--- src/rtl/pipe_chain_if.sv ---
// Upstream handshake and downstream output of the pipeline register chain.
// The bench or upstream logic drives the master side; pipe_chain is the slave.
interface pipe_chain_if #(
  parameter int WIDTH = 32
);
  logic             in_valid;
  logic [WIDTH-1:0] in_data;
  logic             in_ready;
  logic             out_valid;
  logic [WIDTH-1:0] out_data;

  modport master (
    output in_valid, in_data,
    input  in_ready, out_valid, out_data
  );

  modport slave (
    input  in_valid, in_data,
    output in_ready, out_valid, out_data
  );
endinterface

--- src/rtl/pipe_chain.sv ---
// N-stage pipeline register chain with per-stage stall, global flush and bubble insertion.
// Saturating counters report stall cycles and bubble-insertion cycles.
module pipe_chain #(
  parameter int WIDTH  = 32,
  parameter int NSTAGE = 4,
  parameter int CNT_W  = 16
) (
  input  logic                     clk,
  input  logic                     rst_n,
  pipe_chain_if.slave              bus,
  input  logic [NSTAGE-1:0]        stall_req,
  input  logic                     flush_i,
  input  logic                     cnt_clr,
  output logic [NSTAGE-1:0]        stage_valid_o,
  output logic [NSTAGE*WIDTH-1:0]  stage_data_o,
  output logic [CNT_W-1:0]         stall_cnt_o,
  output logic [CNT_W-1:0]         bubble_cnt_o
);

  logic [NSTAGE-1:0]             w_hold;
  logic                          w_bubble_any;
  logic [NSTAGE-1:0]             r_valid;
  logic [NSTAGE-1:0][WIDTH-1:0]  r_data;
  logic [CNT_W-1:0]              r_stall_cnt;
  logic [CNT_W-1:0]              r_bubble_cnt;

  // hold[k]: any stall at stage k or downstream of it
  for (genvar k = 0; k < NSTAGE; k++) begin : g_hold
    assign w_hold[k] = |(stall_req >> k);
  end

  assign w_bubble_any = |(w_hold[NSTAGE-2:0] & ~w_hold[NSTAGE-1:1]);

  assign bus.in_ready  = ~w_hold[0] & ~flush_i;
  assign bus.out_valid = r_valid[NSTAGE-1];
  assign bus.out_data  = r_data[NSTAGE-1];
  assign stage_valid_o = r_valid;
  assign stage_data_o  = r_data;
  assign stall_cnt_o   = r_stall_cnt;
  assign bubble_cnt_o  = r_bubble_cnt;

  always_ff @(posedge clk or negedge rst_n) begin
    if (!rst_n) begin
      r_valid <= '0;
      r_data  <= '0;
    end else if (flush_i) begin
      r_valid <= '0;
      r_data  <= '0;
    end else begin
      if (!w_hold[0]) begin
        r_valid[0] <= bus.in_valid;
        r_data[0]  <= bus.in_data;
      end
      for (int k = 1; k < NSTAGE; k++) begin
        if (w_hold[k]) begin
          r_valid[k] <= r_valid[k];
          r_data[k]  <= r_data[k];
        end else if (w_hold[k-1]) begin
          r_valid[k] <= 1'b0;
          r_data[k]  <= '0;
        end else begin
          r_valid[k] <= r_valid[k-1];
          r_data[k]  <= r_data[k-1];
        end
      end
    end
  end

  always_ff @(posedge clk or negedge rst_n) begin
    if (!rst_n) begin
      r_stall_cnt  <= '0;
      r_bubble_cnt <= '0;
    end else if (cnt_clr) begin
      r_stall_cnt  <= '0;
      r_bubble_cnt <= '0;
    end else begin
      if (w_hold[0] && !flush_i && (r_stall_cnt != '1))
        r_stall_cnt <= r_stall_cnt + CNT_W'(1);
      if (w_bubble_any && !flush_i && (r_bubble_cnt != '1))
        r_bubble_cnt <= r_bubble_cnt + CNT_W'(1);
    end
  end

endmodule

--- src/flat_wrapper.sv ---
// flat-port wrapper written by rule: the top's interface ports become plain ports
module pipe_chain_flat 
#(
  parameter int WIDTH  = 32,
  parameter int NSTAGE = 4,
  parameter int CNT_W  = 16
)
  (clk, rst_n, stall_req, flush_i, cnt_clr, stage_valid_o, stage_data_o, stall_cnt_o, bubble_cnt_o, bus_in_valid, bus_in_data, bus_in_ready, bus_out_valid, bus_out_data);
  pipe_chain_if #(.WIDTH(WIDTH)) bus_i ();
  input  logic clk;
  input  logic rst_n;
  input  logic [NSTAGE-1:0] stall_req;
  input  logic flush_i;
  input  logic cnt_clr;
  output logic [NSTAGE-1:0] stage_valid_o;
  output logic [NSTAGE*WIDTH-1:0] stage_data_o;
  output logic [CNT_W-1:0] stall_cnt_o;
  output logic [CNT_W-1:0] bubble_cnt_o;
  input wire logic [$bits(bus_i.in_valid)-1:0] bus_in_valid;
  input wire logic [$bits(bus_i.in_data)-1:0] bus_in_data;
  output wire logic [$bits(bus_i.in_ready)-1:0] bus_in_ready;
  output wire logic [$bits(bus_i.out_valid)-1:0] bus_out_valid;
  output wire logic [$bits(bus_i.out_data)-1:0] bus_out_data;
  assign bus_i.in_valid = bus_in_valid;
  assign bus_i.in_data = bus_in_data;
  assign bus_in_ready = bus_i.in_ready;
  assign bus_out_valid = bus_i.out_valid;
  assign bus_out_data = bus_i.out_data;
  pipe_chain #(.WIDTH(WIDTH), .NSTAGE(NSTAGE), .CNT_W(CNT_W)) u_core (.clk(clk), .rst_n(rst_n), .bus(bus_i), .stall_req(stall_req), .flush_i(flush_i), .cnt_clr(cnt_clr), .stage_valid_o(stage_valid_o), .stage_data_o(stage_data_o), .stall_cnt_o(stall_cnt_o), .bubble_cnt_o(bubble_cnt_o));
endmodule
--- config.mk ---
export PLATFORM = sky130hd
export DESIGN_NAME = pipe_chain_flat
export DESIGN_NICKNAME = d
export VERILOG_FILES = /design/src/rtl/pipe_chain_if.sv /design/src/rtl/pipe_chain.sv /design/src/flat_wrapper.sv
export SDC_FILE = /design/constraint.sdc
export NUM_CORES = 1
export LEC_CHECK = 0
export BUFFER_PORTS_ARGS = -buffer_cell sky130_fd_sc_hd__buf_2
export CAP_MARGIN = 15
export CORE_MARGIN = 10
export CORE_UTILIZATION = 40
export DETAILED_ROUTE_END_ITERATION = 6
export HOLD_SLACK_MARGIN = 0.12
export PLACE_DENSITY = 0.7
export SYNTH_ARGS = -nofsm -noshare
export SYNTH_HDL_FRONTEND = slang
export SYNTH_SLANG_ARGS = --single-unit
--- constraint.sdc ---
create_clock -name clk -period 4 [get_ports clk]
set_clock_uncertainty 0.15 [all_clocks]
set_input_delay 0.6 -clock clk [delete_from_list [all_inputs] [get_ports clk]]
set_output_delay 0.6 -clock clk [all_outputs]
set_load 0.005 [all_outputs]
Yosys cells after proc, flatten, opt, wreduce, memory -nomap -nowiden. Cells that the tools add are included.

Register bits after elaboration: 164. Bits in latches: 0. Memory bits (writable): 0. Memory bits (read-only): 0. Input bits: 41. Output and inout port bits: 198. Word-level logic and storage cells: 54. Memories kept: 0.

Add/sub/neg operators: 2. Multipliers: 0. Div/mod/pow operators: 0. Magnitude comparators: 0. Eq/ne operators: 6. Shift operators: 0. Muxes and demuxes: 20. Bitwise operators: 5. Reductions and logical operators: 11.

Operators by type and width (number): 2-to-1 mux 32 bit (7); 2-to-1 mux 128 bit (1); 2-to-1 mux 16 bit (4); adder 16 x 1 -> 16 bit, second input constant (2); != test 16 bit, second input constant (2); 2-to-1 mux 1 bit (7); != test 2 bit, second input constant (3); OR reduction 3 bit (2); logical AND 1 bit (4); 2-to-1 mux 4 bit (1); nonzero test 2 bit (2); OR reduction 4 bit (1); AND 3 bit (1); inverter 3 bit (1); != test 2 x 1 -> 1 bit, second input constant (1); inverter 1 bit (2); OR reduction 2 bit (1); AND 1 bit (1); zero test 1 bit (1).

Longest topological paths before layout. Gate-level depths: netlist of run 1.

Word-level depth: 8. Gate-level depth with buffers: 7. Depth with buffers taken out: 6.

Worst setup path before layout of run 1. OpenSTA, ideal clock, no wires.

Path type: input -> output. Start point: input port stall_req[3]. End point: output port bus_in_ready. Arrival: 1.492 ns. Required time: 3.250 ns. Path slack: 1.758 ns. Cell stages on the path: 4. Path buffers: 2. Cells stage by stage: or2_1 buf_2 nor4_2 clkbuf_1.

Cells in the longest elaborated chain, start to end: 3.

Ends and longest elaborated chain: start: declaration (RTL line flat_wrapper.sv:12) `input logic [NSTAGE-1:0] stall_req;`; OR reduction 4 bit (RTL line pipe_chain.sv:29) `assign w_hold[k] = |(stall_req >> k);`; inverter 1 bit (RTL line pipe_chain.sv:34) `assign bus.in_ready = ~w_hold[0] & ~flush_i;`; AND 1 bit (RTL line pipe_chain.sv:34); end: declaration (RTL line flat_wrapper.sv:21) `output wire logic [$bits(bus_i.in_ready)-1:0] bus_in_ready;`.

No other way between the ends.

Worst setup path in the final report of run 1. Same ends and word-level chain as after synthesis.

==> results of run 1 <==
[where the power goes]
group	switching (mW)	total (mW)	internal (mW)
registers	0.0128	1.68	1.67
logic	0.120	0.170	0.0500
clock network	0.695	1.70	1.00
total	0.828	3.55	2.72
[worst register-to-register path: stages (launching register included)]
cell and delay (ns):
dfrtp_1 0.45, ha_1 0.22, and4_1 0.33, nand4_1 0.37, and2_1 0.34, mux2i_1 0.16
nor2_1 0.05
[per-stage QoR]
stage,util,std cells,setup WS (ns)
final,0.5192,1022,1.358
after global routing,0.5192,1022,1.261
after CTS,0.5192,1022,1.357
after detailed placement,0.4817,989,1.199
after global placement,0.4817,989,1.213
after floorplan,-,598,1.758
[logic make-up (layout without fill, tap and decap cells)]
group	after synthesis	in the layout	synth area share
AOI/OAI and AO/OA	146	146	0.1620
xor gates and xnor gates	23	23	0.02917
adders and majority gates	2	2	0.003623
buffers and inverters	78	282	0.06215
DFF	164	164	0.5943
muxes	4	4	0.005798
and+or+nand+nor	181	181	0.1430
[layer usage]
layer | GRT usage | share of wire
met1 | 0.2255 | 0.44
met2 | 0.2662 | 0.46
met3 | 0.04415 | 0.077
met4 | 0.06304 | 0.020
met5 | 0 | 0
[area by class of cell]
class                   instances  area share
clock buffers                  18     0.04932
flip-flops and latches        164      0.4716
multi-input cells             356      0.2768
clock inverters                14     0.02185
well taps                     220     0.03163
inverters                       2   0.0008627
repair buffers                248      0.1480
[sequential cells by signal, indices dropped and copies added, names as in the netlist]
signal / cells
u_core.bubble_cnt_o: 16
u_core.bus.out_data: 32
u_core.stage_data_o: 96
u_core.stage_valid_o: 4
u_core.stall_cnt_o: 16
[path summary, 6_finish.rpt]
kind	slack, ns	start	to
max reg2reg	1.80	u_core.stall_cnt_o[0]	u_core.stall_cnt_o[1]
min in group asynchronous	0.58	rst_n	u_core.bus.out_data[11]
max in group asynchronous	2.31	rst_n	u_core.stall_cnt_o[8]
min reg2reg	0.37	u_core.bus.out_data[13]	u_core.bus.out_data[13]
min	0.24	bus_in_data[19]	u_core.stage_data_o[19]
max	1.36	stall_req[3]	bus_in_ready
[cell usage in the layout (no fill, tap or decap), types with 4 or more instances in the layout]
master and n:
buf_2 237, dfrtp_1 164, a22o_1 91, nand2_1 42
nor2_1 38, a21oi_1 37, nand3b_1 33, xor2_1 21
nand3_1 17, clkbuf_16 17, nand4_1 12, and3_1 9
a22oi_1 8, buf_4 8, and4_1 6, nor4_1 5
mux2i_1 4, clkinv_4 4, inv_6 4
==> impl_results.md, run 1 <==
- Most numerous cell in the Yosys netlist: dfrtp_1
- Gates resized, CTS repair: 0
- Worst path depth: 5
- Clock sinks: 164
- Period minus WS final: 2.642 ns
- Fraction of layout cells with a size suffix above 1: 0.3591
- Status: complete, no violations
- Post-CTS Hold Buffers: 1
- # Max-Cap Violations: 0
- Top post-synthesis cells by area: dfrtp_1 59%, a22o_1 12%, buf_4 3.7%
- Worst Path Max Fanout: 27
- Die width: 151.4 microns
- GP Congestion: 0.8561
- Initial detailed-routing violation count: 236
- Routed WL per cell: 19.93 microns
- Crit-path slowest cell: or2_1
- Vias in the first global route: 5485
- FFs w/ async S/R, synth: 1.000
- First-pass GRT wire length: 30910 microns
- Worst hold slack: 0.2436 ns
- WS Path Type: in -> out
- Initial Util: 0.4120
- Area leader, netlist: dfrtp_1
- Post-synth EDFFs: 0
- Remaining Overflow, GRT: 0
- Post-Syn Nets: 641
- CORE AREA: 16760 sq um
- Routed wire length: 20370 microns
- Post-DRT Antenna Nets: 0
- CP max stage delay: 0.39 ns
- Synth top cells by count: 164 x dfrtp_1, 91 x a22o_1, 42 x nand2_1, 42 x nor2_1, 37 x a21oi_1
- Fin nets: 832
- CP Cell Sequence: buf_2 -> or2_1 -> buf_4 -> nor4_4 -> buf_2
- Worst skew pair latency: 0.42 ns
- Worst R2R Path Depth: 6
- Drt via density: 5.386
- FF+latch count, synth: 164
- Vias after detailed routing: 5505
- Boundary Pins: 239
- Multi-input gate area: 2409 sq um
- Tot GR Track Use: 0.1712
- Die Ht: 151.4 microns
- Design Area, Final: 8702 sq um
- Share of the synthesized area in the top cell type: 0.5943
- Post-route setup TNS: 0 ns
- Pleak: 4.616 nW
- Worst EP required: 3.25 ns
- Mean post-synth cell area: 11.55 sq um
- Antenna cells: 0
- CP Buf/Inv Count: 3
- Port Buf Inserts: 238
- Crit start category: input port
- Final setup vio count: 0
- 1st-pass router iterations: 4
- CTS tree: done
- DP Wirelength: 14680 microns
- Post-CTS setup buffer count: 0
- Critical Path Most Common Cell: buf_2
- CP endpoint kind: output port
- Final-layout fill cell count: 1518
- Tightest Hold Check Type: in -> reg
- Tcrit/Tclk final: 0.6604
- Layout area overhead: 26.02%
- Max VDD drop: 0.0002688 V
- Family with the most delay on the worst path: buffers and inverters
- Final hold violations: 0
- Power Density: 407.9 nW/um^2
- # DRC: 0
- Area after DPL: 8073 sq um
- Root buffer cell: clkbuf_16
- Clk buf depth: 2
- Slew HR: 0.3645
- Slew Viols, Final: 0
- Total power: 3.550 mW
- Register area: 4104 sq um
- Hold Path Depth: 2
- YS warnings: 0
- Top_reg_cell synth: dfrtp_1
- Post-Syn Area: 6905 sq um
- CTS HTree Levels: 4
- Die area: 22920 sq um
- Worst Path Arrival: 1.89 ns
- Clock-pin transition on the worst setup and hold timing paths: 0.07 ns
- Worst Max-Slew Pin Slew: 0.9510 ns
- Pin count of the biggest net entering global routing: 79
- Initial antenna violation count: 0
- Synth Instances: 598
- Clock buffer count from CTS: 17
- Seq/Total Area, Yosys: 0.5943
- Post-synth cell types: 40
- Row count: 47
- Maximum clock rate: 378.6 MHz
- RSZ-0062 raised after global routing: no
No activity file was read; power rests on OpenSTA's default activity.
==> run 2, diff against run 1 <==
==> constraint.sdc (replaced) <==
create_clock -name clk -period 2.7 [get_ports clk]
set_clock_uncertainty 0.15 [all_clocks]
set_input_delay 0.405 -clock clk [delete_from_list [all_inputs] [get_ports clk]]
set_output_delay 0.405 -clock clk [all_outputs]
set_load 0.005 [all_outputs]
==> impl_results.md, run 2 (synthesized netlist as in run 1, its figures left out) <==
- Design Area, Final: 9131 sq um (was 8702 sq um)
- Clock power share: 0.468 (was 0.478)
- Fin nets: 876 (was 832)
- Crit-path slowest cell: or2_1 (unchanged)
- Clk buf depth: 2 (unchanged)
- Tightest Hold Check Type: in -> reg (unchanged)
- Power Density: 574.7 nW/um^2 (was 407.9 nW/um^2)
- Switching pwr: 1.154 mW (was 827.8 uW)
- Clock buffer count from CTS: 17 (unchanged)
- Clock sinks: 164 (unchanged)
- CORE AREA: 16760 sq um (unchanged)
- Post-route setup TNS: 0 ns (unchanged)
- Drt via density: 5.232 (was 5.386)
- Remaining Overflow, GRT: 0 (unchanged)
- Critical Path Most Common Cell: buf_2 (unchanged)
- Die area: 22920 sq um (unchanged)
- Vias in the first global route: 5602 (was 5485)
- Maximum clock rate: 480.1 MHz
- Initial detailed-routing violation count: 288 (was 236)
- Max VDD drop: 0.0004176 V (was 0.0002688 V)
- Tcrit/Tclk final: 0.7714
- GP Congestion: 0.8498 (was 0.8561)
- Worst Path Max Fanout: 13 (was 27)
- Vias after detailed routing: 5572 (was 5505)
- CP startpoint: stall_req[3] (unchanged)
- Most common cell after layout, fill and taps aside: buf_2 (unchanged)
- # Max-Cap Violations: 0 (unchanged)
- Worst reg2reg setup slack: 0.65 ns (was 1.80 ns)
- Worst r2r src: u_core.stall_cnt_o[0] (unchanged)
- Initial Util: 0.4120 (unchanged)
- Tot GR Track Use: 0.1769 (was 0.1712)
- Reg2reg end: u_core.stall_cnt_o[1] (unchanged)
- Worst skew pair latency: 0.42 ns (about the same)
- Worst Path Arrival: 1.53 ns (was 1.89 ns)
- CP endpoint: bus_in_ready (unchanged)
- Die Ht: 151.4 microns (unchanged)
- Pin count of the biggest net entering global routing: 53 (was 79)
- CP Buf/Inv Count: 2 (was 3)
- Port Buf Inserts: 238 (unchanged)
- Post-CTS setup buffer count: 0 (unchanged)
- Clock-pin transition on the worst setup and hold timing paths: 0.06 ns (was 0.07 ns)
- Crit start category: input port (unchanged)
- Layout area overhead: 32.23% (was 26.02%)
- Final hold violations: 0 (unchanged)
- Pleak: 4.809 nW (was 4.616 nW)
- CP Cell Sequence: buf_2 -> or2_1 -> nor4_4 -> buf_2 (was buf_2 -> or2_1 -> buf_4 -> nor4_4 -> buf_2)
- DP Wirelength: 14730 microns (was 14680 microns)
- Pint: 4.093 mW (was 2.722 mW)
- 1st-pass router iterations: 4 (unchanged)
- Final setup vio count: 0 (unchanged)
- Row count: 47 (unchanged)
- Slew HR: 0.2450 (was 0.3645)
- Sw frac: 0.2200 (was 0.2332)
- Antenna cells: 0 (unchanged)
- Fraction of layout cells with a size suffix above 1: 0.3527 (was 0.3591)
- Most frequent cells in the layout: 237 x buf_2, 164 x dfrtp_1, 91 x a22o_1 (unchanged)
- Area after DPL: 8180 sq um (was 8073 sq um)
- Family with the most delay on the worst path: simple AND/OR/NAND/NOR gates (was buffers and inverters)
- Flop pwr share: 0.475 (was 0.474)
- First-pass GRT wire length: 31660 microns (was 30910 microns)
- Initial antenna violation count: 0 (unchanged)
- Comb power frac: 0.057 (was 0.048)
- WS Path Type: in -> out (unchanged)
- Die width: 151.4 microns (unchanged)
- Period minus WS final: 2.083 ns
- Status: complete, no violations (unchanged)
- CP endpoint kind: output port (unchanged)
- Worst path depth: 4 (was 5)
- Worst EP required: 2.14 ns (was 3.25 ns)
- CTS HTree Levels: 4 (unchanged)
- Post-DRT Antenna Nets: 0 (unchanged)
- Worst Max-Slew Pin Slew: 1.131 ns (was 0.9510 ns)
- Routed WL per cell: 19.54 microns (was 19.93 microns)
- # DRC: 0 (unchanged)
- Max reg flops: 96 (unchanged)
- RSZ-0062 raised after global routing: no (unchanged)
- Routed wire length: 20810 microns (was 20370 microns)
- Slew Viols, Final: 0 (unchanged)
- Root buffer cell: clkbuf_16 (unchanged)
- CP max stage delay: 0.36 ns (was 0.39 ns)
- CTS tree: done (unchanged)
- Worst R2R Path Depth: 6 (unchanged)
- Boundary Pins: 239 (unchanged)
==> run 2: cell count changes in the layout (fill, tap and decap cells not counted), moves of 2 or more <==
cell,change
buf_12,+2
buf_4,+9
clkbuf_8,+2
dlygate4sd3_1,+33
inv_6,-4
inv_8,-2
==> run 2: final cells by class <==
cell class	count	area, sq um
clock buffers	20	456.7
flip-flops and latches	164	4104
clock inverters	11	153.9
repair buffers	292	1725
fillers	1445	7629
well taps	220	275.3
multi-input cells	356	2409
inverters	2	7.507
==> run 2: how the worst min path moves through the flow <==
| stage | from | to | slack [ns] | depth (start not counted) |
|---|---|---|---|---|
| CTS | cnt_clr | u_core.bubble_cnt_o[9] | 0.16 | 2 |
| floorplan | rst_n | u_core.bubble_cnt_o[0] | -0.04 | 0 |
| global route | cnt_clr | u_core.bubble_cnt_o[4] | 0.19 | 2 |
| finish | cnt_clr | u_core.bubble_cnt_o[4] | 0.18 | 2 |
| global placement | rst_n | u_core.stage_data_o[10] | 0.24 | 1 |
| detailed placement | rst_n | u_core.stage_valid_o[0] | 0.24 | 1 |
==> run 2: power by group through the flow <==
stage | sequential [mW] | clock (mW) | combinational, mW
6_report | 2.49 | 2.46 | 0.301
5_1_grt | 2.49 | 2.63 | 0.333
2_1_floorplan | 2.54 | 0 | 0.107
3_5_place_dp | 2.54 | 0 | 0.268
3_3_place_gp | 2.54 | 0 | 0.266
4_1_cts | 2.49 | 2.52 | 0.307
==> run 2: through the flow <==
step	cells	worst slack, ns	util	hold slack (ns)	total power, mW
after detailed placement	1000	0.3318	0.4881	0.2443	2.804
after global routing	1065	0.5311	0.5448	0.1853	5.459
after global placement	1000	0.3878	0.4881	0.2436	2.803
after floorplan	598	0.8370	-	-0.04059	2.642
after CTS	1065	0.5745	0.5448	0.1614	5.321
final	1065	0.6173	0.5448	0.1783	5.248
==> run 2: worst reg2reg max path: stages (launching register included) <==
cell,delay [ns]
dfrtp_1,0.42
ha_1,0.22
and4_1,0.30
nand4_1,0.32
and2_1,0.33
mux2i_1,0.15
nor2_1,0.05
==> run 2: per-layer routing <==
layer  wire (microns)  GRT usage  share of wire
met5                0          0              0
met4              282    0.06208          0.014
met3             1800    0.06026          0.086
met2             9953     0.2841           0.48
met1             8775     0.2171           0.42
==> run 2: timing repair <==
action / in CTS / in global routing
hold buffers: 34 / 0
resized for setup: 0 / 0
hold endpoints to repair: 80 / 0
==> run 3, diff against run 2 <==
--- a/config.mk
+++ b/config.mk
@@ -5,13 +5,14 @@
 export SDC_FILE = /design/constraint.sdc
 export NUM_CORES = 1
 export LEC_CHECK = 0
+export ABC_AREA = 1
 export BUFFER_PORTS_ARGS = -buffer_cell sky130_fd_sc_hd__buf_2
 export CAP_MARGIN = 15
 export CORE_MARGIN = 10
 export CORE_UTILIZATION = 40
 export DETAILED_ROUTE_END_ITERATION = 6
 export HOLD_SLACK_MARGIN = 0.12
-export PLACE_DENSITY = 0.7
+export PLACE_DENSITY = 0.72
 export SYNTH_ARGS = -nofsm -noshare
 export SYNTH_HDL_FRONTEND = slang
 export SYNTH_SLANG_ARGS = --single-unit
==> constraint.sdc (replaced) <==
create_clock -name clk -period 1.9 [get_ports clk]
set_clock_uncertainty 0.15 [all_clocks]
set_input_delay 0.285 -clock clk [delete_from_list [all_inputs] [get_ports clk]]
set_output_delay 0.285 -clock clk [all_outputs]
set_load 0.005 [all_outputs]
==> impl_results.md, run 3 <==
- Fin cells: 1353 (was 1065)
- # DRC: 0 (unchanged)
- Total power: 7.714 mW (was 5.248 mW)
- Post-DRT Antenna Nets: 0 (unchanged)
- Pleak: 5.154 nW (was 4.809 nW)
- Share of the synthesized area in the top cell type: 0.5421 (was 0.5943)
- Final WS setup: 0.1290 ns (was 0.6173 ns)
- CP Cell Sequence: ha_1 -> nand2_1 -> nor2_2 -> nand2_1 -> buf_4 -> nor2_1 -> nor2_1 -> buf_4 -> nand4_1 -> nand2_1 (was buf_2 -> or2_1 -> nor4_4 -> buf_2)
- WS Path Type: reg -> reg (was in -> out)
- Synth Instances: 845 (was 598)
- Critical Path Most Common Cell: nand2_1 (was buf_2)
- Die Ht: 157.6 microns (was 151.4 microns)
- Family with the most delay on the worst path: simple AND/OR/NAND/NOR gates (unchanged)
- FF+latch count, synth: 164 (unchanged)
- Final setup vio count: 0 (unchanged)
- Worst Path Arrival: 1.93 ns (was 1.53 ns)
- YS warnings: 0 (unchanged)
- Status: complete, no violations (unchanged)
- Routed WL per cell: 17.64 microns (was 19.54 microns)
- Post-Syn Nets: 888 (was 641)
- CP Buf/Inv Count: 2 (unchanged)
- Worst Path Max Fanout: 12 (was 13)
- Clock power share: 0.476 (was 0.468)
- Worst Max-Slew Pin Slew: 0.5251 ns (was 1.131 ns)
- Pint: 5.969 mW (was 4.093 mW)
- Worst hold slack: 0.1999 ns (was 0.1783 ns)
- Port Buf Inserts: 238 (unchanged)
- Post-synth EDFFs: 0 (unchanged)
- Row count: 50 (was 47)
- FFs w/ async S/R, synth: 1.000 (unchanged)
- Vias in the first global route: 6862 (was 5602)
- Synth top cells by count: 191 x nand2_1, 164 x dfrtp_1, 95 x inv_1, 78 x nand3_1, 62 x o21ai_0 (was 164 x dfrtp_1, 91 x a22o_1, 42 x nand2_1, 42 x nor2_1, 37 x a21oi_1)
- Clk buf depth: 2 (unchanged)
- Util after Layout: 0.5393 (was 0.5448)
- Pin count of the biggest net entering global routing: 94 (was 53)
- Worst reg2reg setup slack: 0.13 ns (was 0.65 ns)
- Most common cell after layout, fill and taps aside: buf_2 (unchanged)
- Sw frac: 0.2262 (was 0.2200)
- Fraction of layout cells with a size suffix above 1: 0.3124 (was 0.3527)
- Comb power frac: 0.067 (was 0.057)
- Max VDD drop: 0.0005781 V (was 0.0004176 V)
- Fin nets: 1148 (was 876)
- Inst Count DP: 1278 (was 1000)
- Reg2reg end: u_core.stall_cnt_o[4] (was u_core.stall_cnt_o[1])
- DP Wirelength: 17040 microns (was 14730 microns)
- Remaining Overflow, GRT: 0 (unchanged)
- Crit start category: flop (was input port)
- Vias after detailed routing: 6853 (was 5572)
- Initial antenna violation count: 1 (was 0)
- Post-Syn Area: 7571 sq um (was 6905 sq um)
- CP max stage delay: 0.40 ns (was 0.36 ns)
- Worst r2r src: u_core.stall_cnt_o[0] (unchanged)
- Boundary Pins: 239 (unchanged)
- Root buffer cell: clkbuf_16 (unchanged)
- Seq/Total Area, Yosys: 0.5421 (was 0.5943)
- Most numerous cell in the Yosys netlist: nand2_1 (was dfrtp_1)
- Post-route setup TNS: 0 ns (unchanged)
- Grt peak-use layer: met2 (unchanged)
- Hold Path Sink: u_core.bus.out_data[4] (was u_core.bubble_cnt_o[4])
- Tcrit/Tclk final: 0.9321
- Drt via density: 5.065 (was 5.232)
- Initial detailed-routing violation count: 409 (was 288)
- Die width: 157.6 microns (was 151.4 microns)
- Initial Util: 0.4061 (was 0.4120)
- Switching pwr: 1.745 mW (was 1.154 mW)
- # Max-Cap Violations: 0 (unchanged)
- Maximum clock rate: 564.6 MHz
- Mean post-synth cell area: 8.960 sq um (was 11.55 sq um)
- Most frequent cells in the layout: 237 x buf_2, 191 x nand2_1, 164 x dfrtp_1 (was 237 x buf_2, 164 x dfrtp_1, 91 x a22o_1)
- Top post-synthesis cells by area: dfrtp_1 54%, nand2_1 9.5%, nand3_1 5.2% (was dfrtp_1 59%, a22o_1 12%, buf_4 3.7%)
- Top_reg_cell synth: dfrtp_1 (unchanged)
- Worst skew pair latency: 0.42 ns (about the same)
- Worst R2R Path Depth: 10 (was 6)
- Slew Viols, Final: 0 (unchanged)
- Area after DPL: 8974 sq um (was 8180 sq um)
- Crit-path slowest cell: dfrtp_1 (was or2_1)
- Met3 Usage GRT: 0.03962 (was 0.06026)
- CP endpoint kind: flop (was output port)
- RSZ-0062 raised after global routing: no (unchanged)
- Flop pwr share: 0.458 (was 0.475)
- 1st-pass router iterations: 5 (was 4)
- CORE AREA: 18640 sq um (was 16760 sq um)
- Slew HR: 0.6499 (was 0.2450)
- Min-delay src: stall_req[2] (was cnt_clr)
- Place WS: 0.1090 ns (was 0.3318 ns)
- Area leader, netlist: dfrtp_1 (unchanged)
- Worst EP required: 2.06 ns (was 2.14 ns)
- Power Density: 767.2 nW/um^2 (was 574.7 nW/um^2)
- Clock-pin transition on the worst setup and hold timing paths: 0.06 ns (about the same)
- GP Congestion: 0.8585 (was 0.8498)
- Layout area overhead: 32.80% (was 32.23%)
- Hold Path Depth: 4 (was 2)
- CTS HTree Levels: 4 (unchanged)
- Met1 GRT Util: 0.2355 (was 0.2171)
- Clock buffer count from CTS: 17 (unchanged)
- Tightest Hold Check Type: in -> reg (unchanged)
- First-pass GRT wire length: 37300 microns (was 31660 microns)
- CTS tree: done (unchanged)
- Max reg flops: 96 (unchanged)
- Tot GR Track Use: 0.1878 (was 0.1769)
- Design Area, Final: 10050 sq um (was 9131 sq um)
- Final hold violations: 0 (unchanged)
- Die area: 24830 sq um (was 22920 sq um)
- Period minus WS final: 1.771 ns
- GR Layer Usage met2: 0.3069 (was 0.2841)
- Routed wire length: 23860 microns (was 20810 microns)
- Clock sinks: 164 (unchanged)
- Post-synth cell types: 30 (was 40)
## run 3: power groups by stage
| stage | clock [mW] | combinational, mW | sequential (mW) |
|---|---|---|---|
| global route | 3.89 | 0.565 | 3.53 |
| global placement | 0 | 0.436 | 3.59 |
| CTS | 3.74 | 0.508 | 3.53 |
| detailed placement | 0 | 0.441 | 3.59 |
| floorplan | 0 | 0.194 | 3.60 |
| finish | 3.67 | 0.514 | 3.53 |
## run 3: layout make-up
type	instances	area, sq um
Clock buffer	19	452.9
Tap cell	234	292.8
Fill cell	1705	8588
Clock inverter	12	178.9
Antenna cell	2	5.005
Sequential cell	164	4104
Multi-Input combinational cell	504	2639
Timing Repair Buffer	319	2008
Inverter	99	374.1
## run 3: worst reg2reg max path, delay by kind of cell, from the launching register on
family / cells / cell delay [ns]
adder cells (fa/ha/maj): 1 / 0.20
AND/OR/NAND/NOR: 7 / 0.57
flip-flops: 1 / 0.40
buffers and inverters: 2 / 0.33
## run 3: worst max-delay path by stage
stage	startpoint	to	slack, ns	cells after the start
global route	u_core.stall_cnt_o[0]	u_core.stall_cnt_o[0]	0.01	8
CTS	u_core.bubble_cnt_o[8]	u_core.bubble_cnt_o[4]	0.09	8
floorplan	u_core.stall_cnt_o[1]	u_core.stall_cnt_o[3]	0.17	10
finish	u_core.stall_cnt_o[0]	u_core.stall_cnt_o[4]	0.13	10
global placement	stall_req[3]	u_core.stage_data_o[56]	0.14	7
detailed placement	stall_req[3]	u_core.stall_cnt_o[4]	0.11	8
## run 3: kinds of logic after synthesis
family / Yosys count / synth area share
xor+xnor: 6 / 0.006941
flops: 164 / 0.5421
buf+inv: 177 / 0.1109
compound gates: 142 / 0.1299
fa+ha+maj: 2 / 0.003305
simple gates: 354 / 0.2069
## run 3: what timing repair did
item | 4_1_cts | 5_1_grt
setup buffers | 0 | 1
resized for setup | 0 | 5
endpoints found under the hold margin | 209 | 0
endpoints found under the setup margin | 0 | 30
hold buffers | 41 | 0
## run 3: metal layers
metal	vias to the layer above	share of wire
li1	3282	-
met1	3284	0.42
met2	238	0.48
met3	49	0.061
met4	0	0.033
met5	-	0
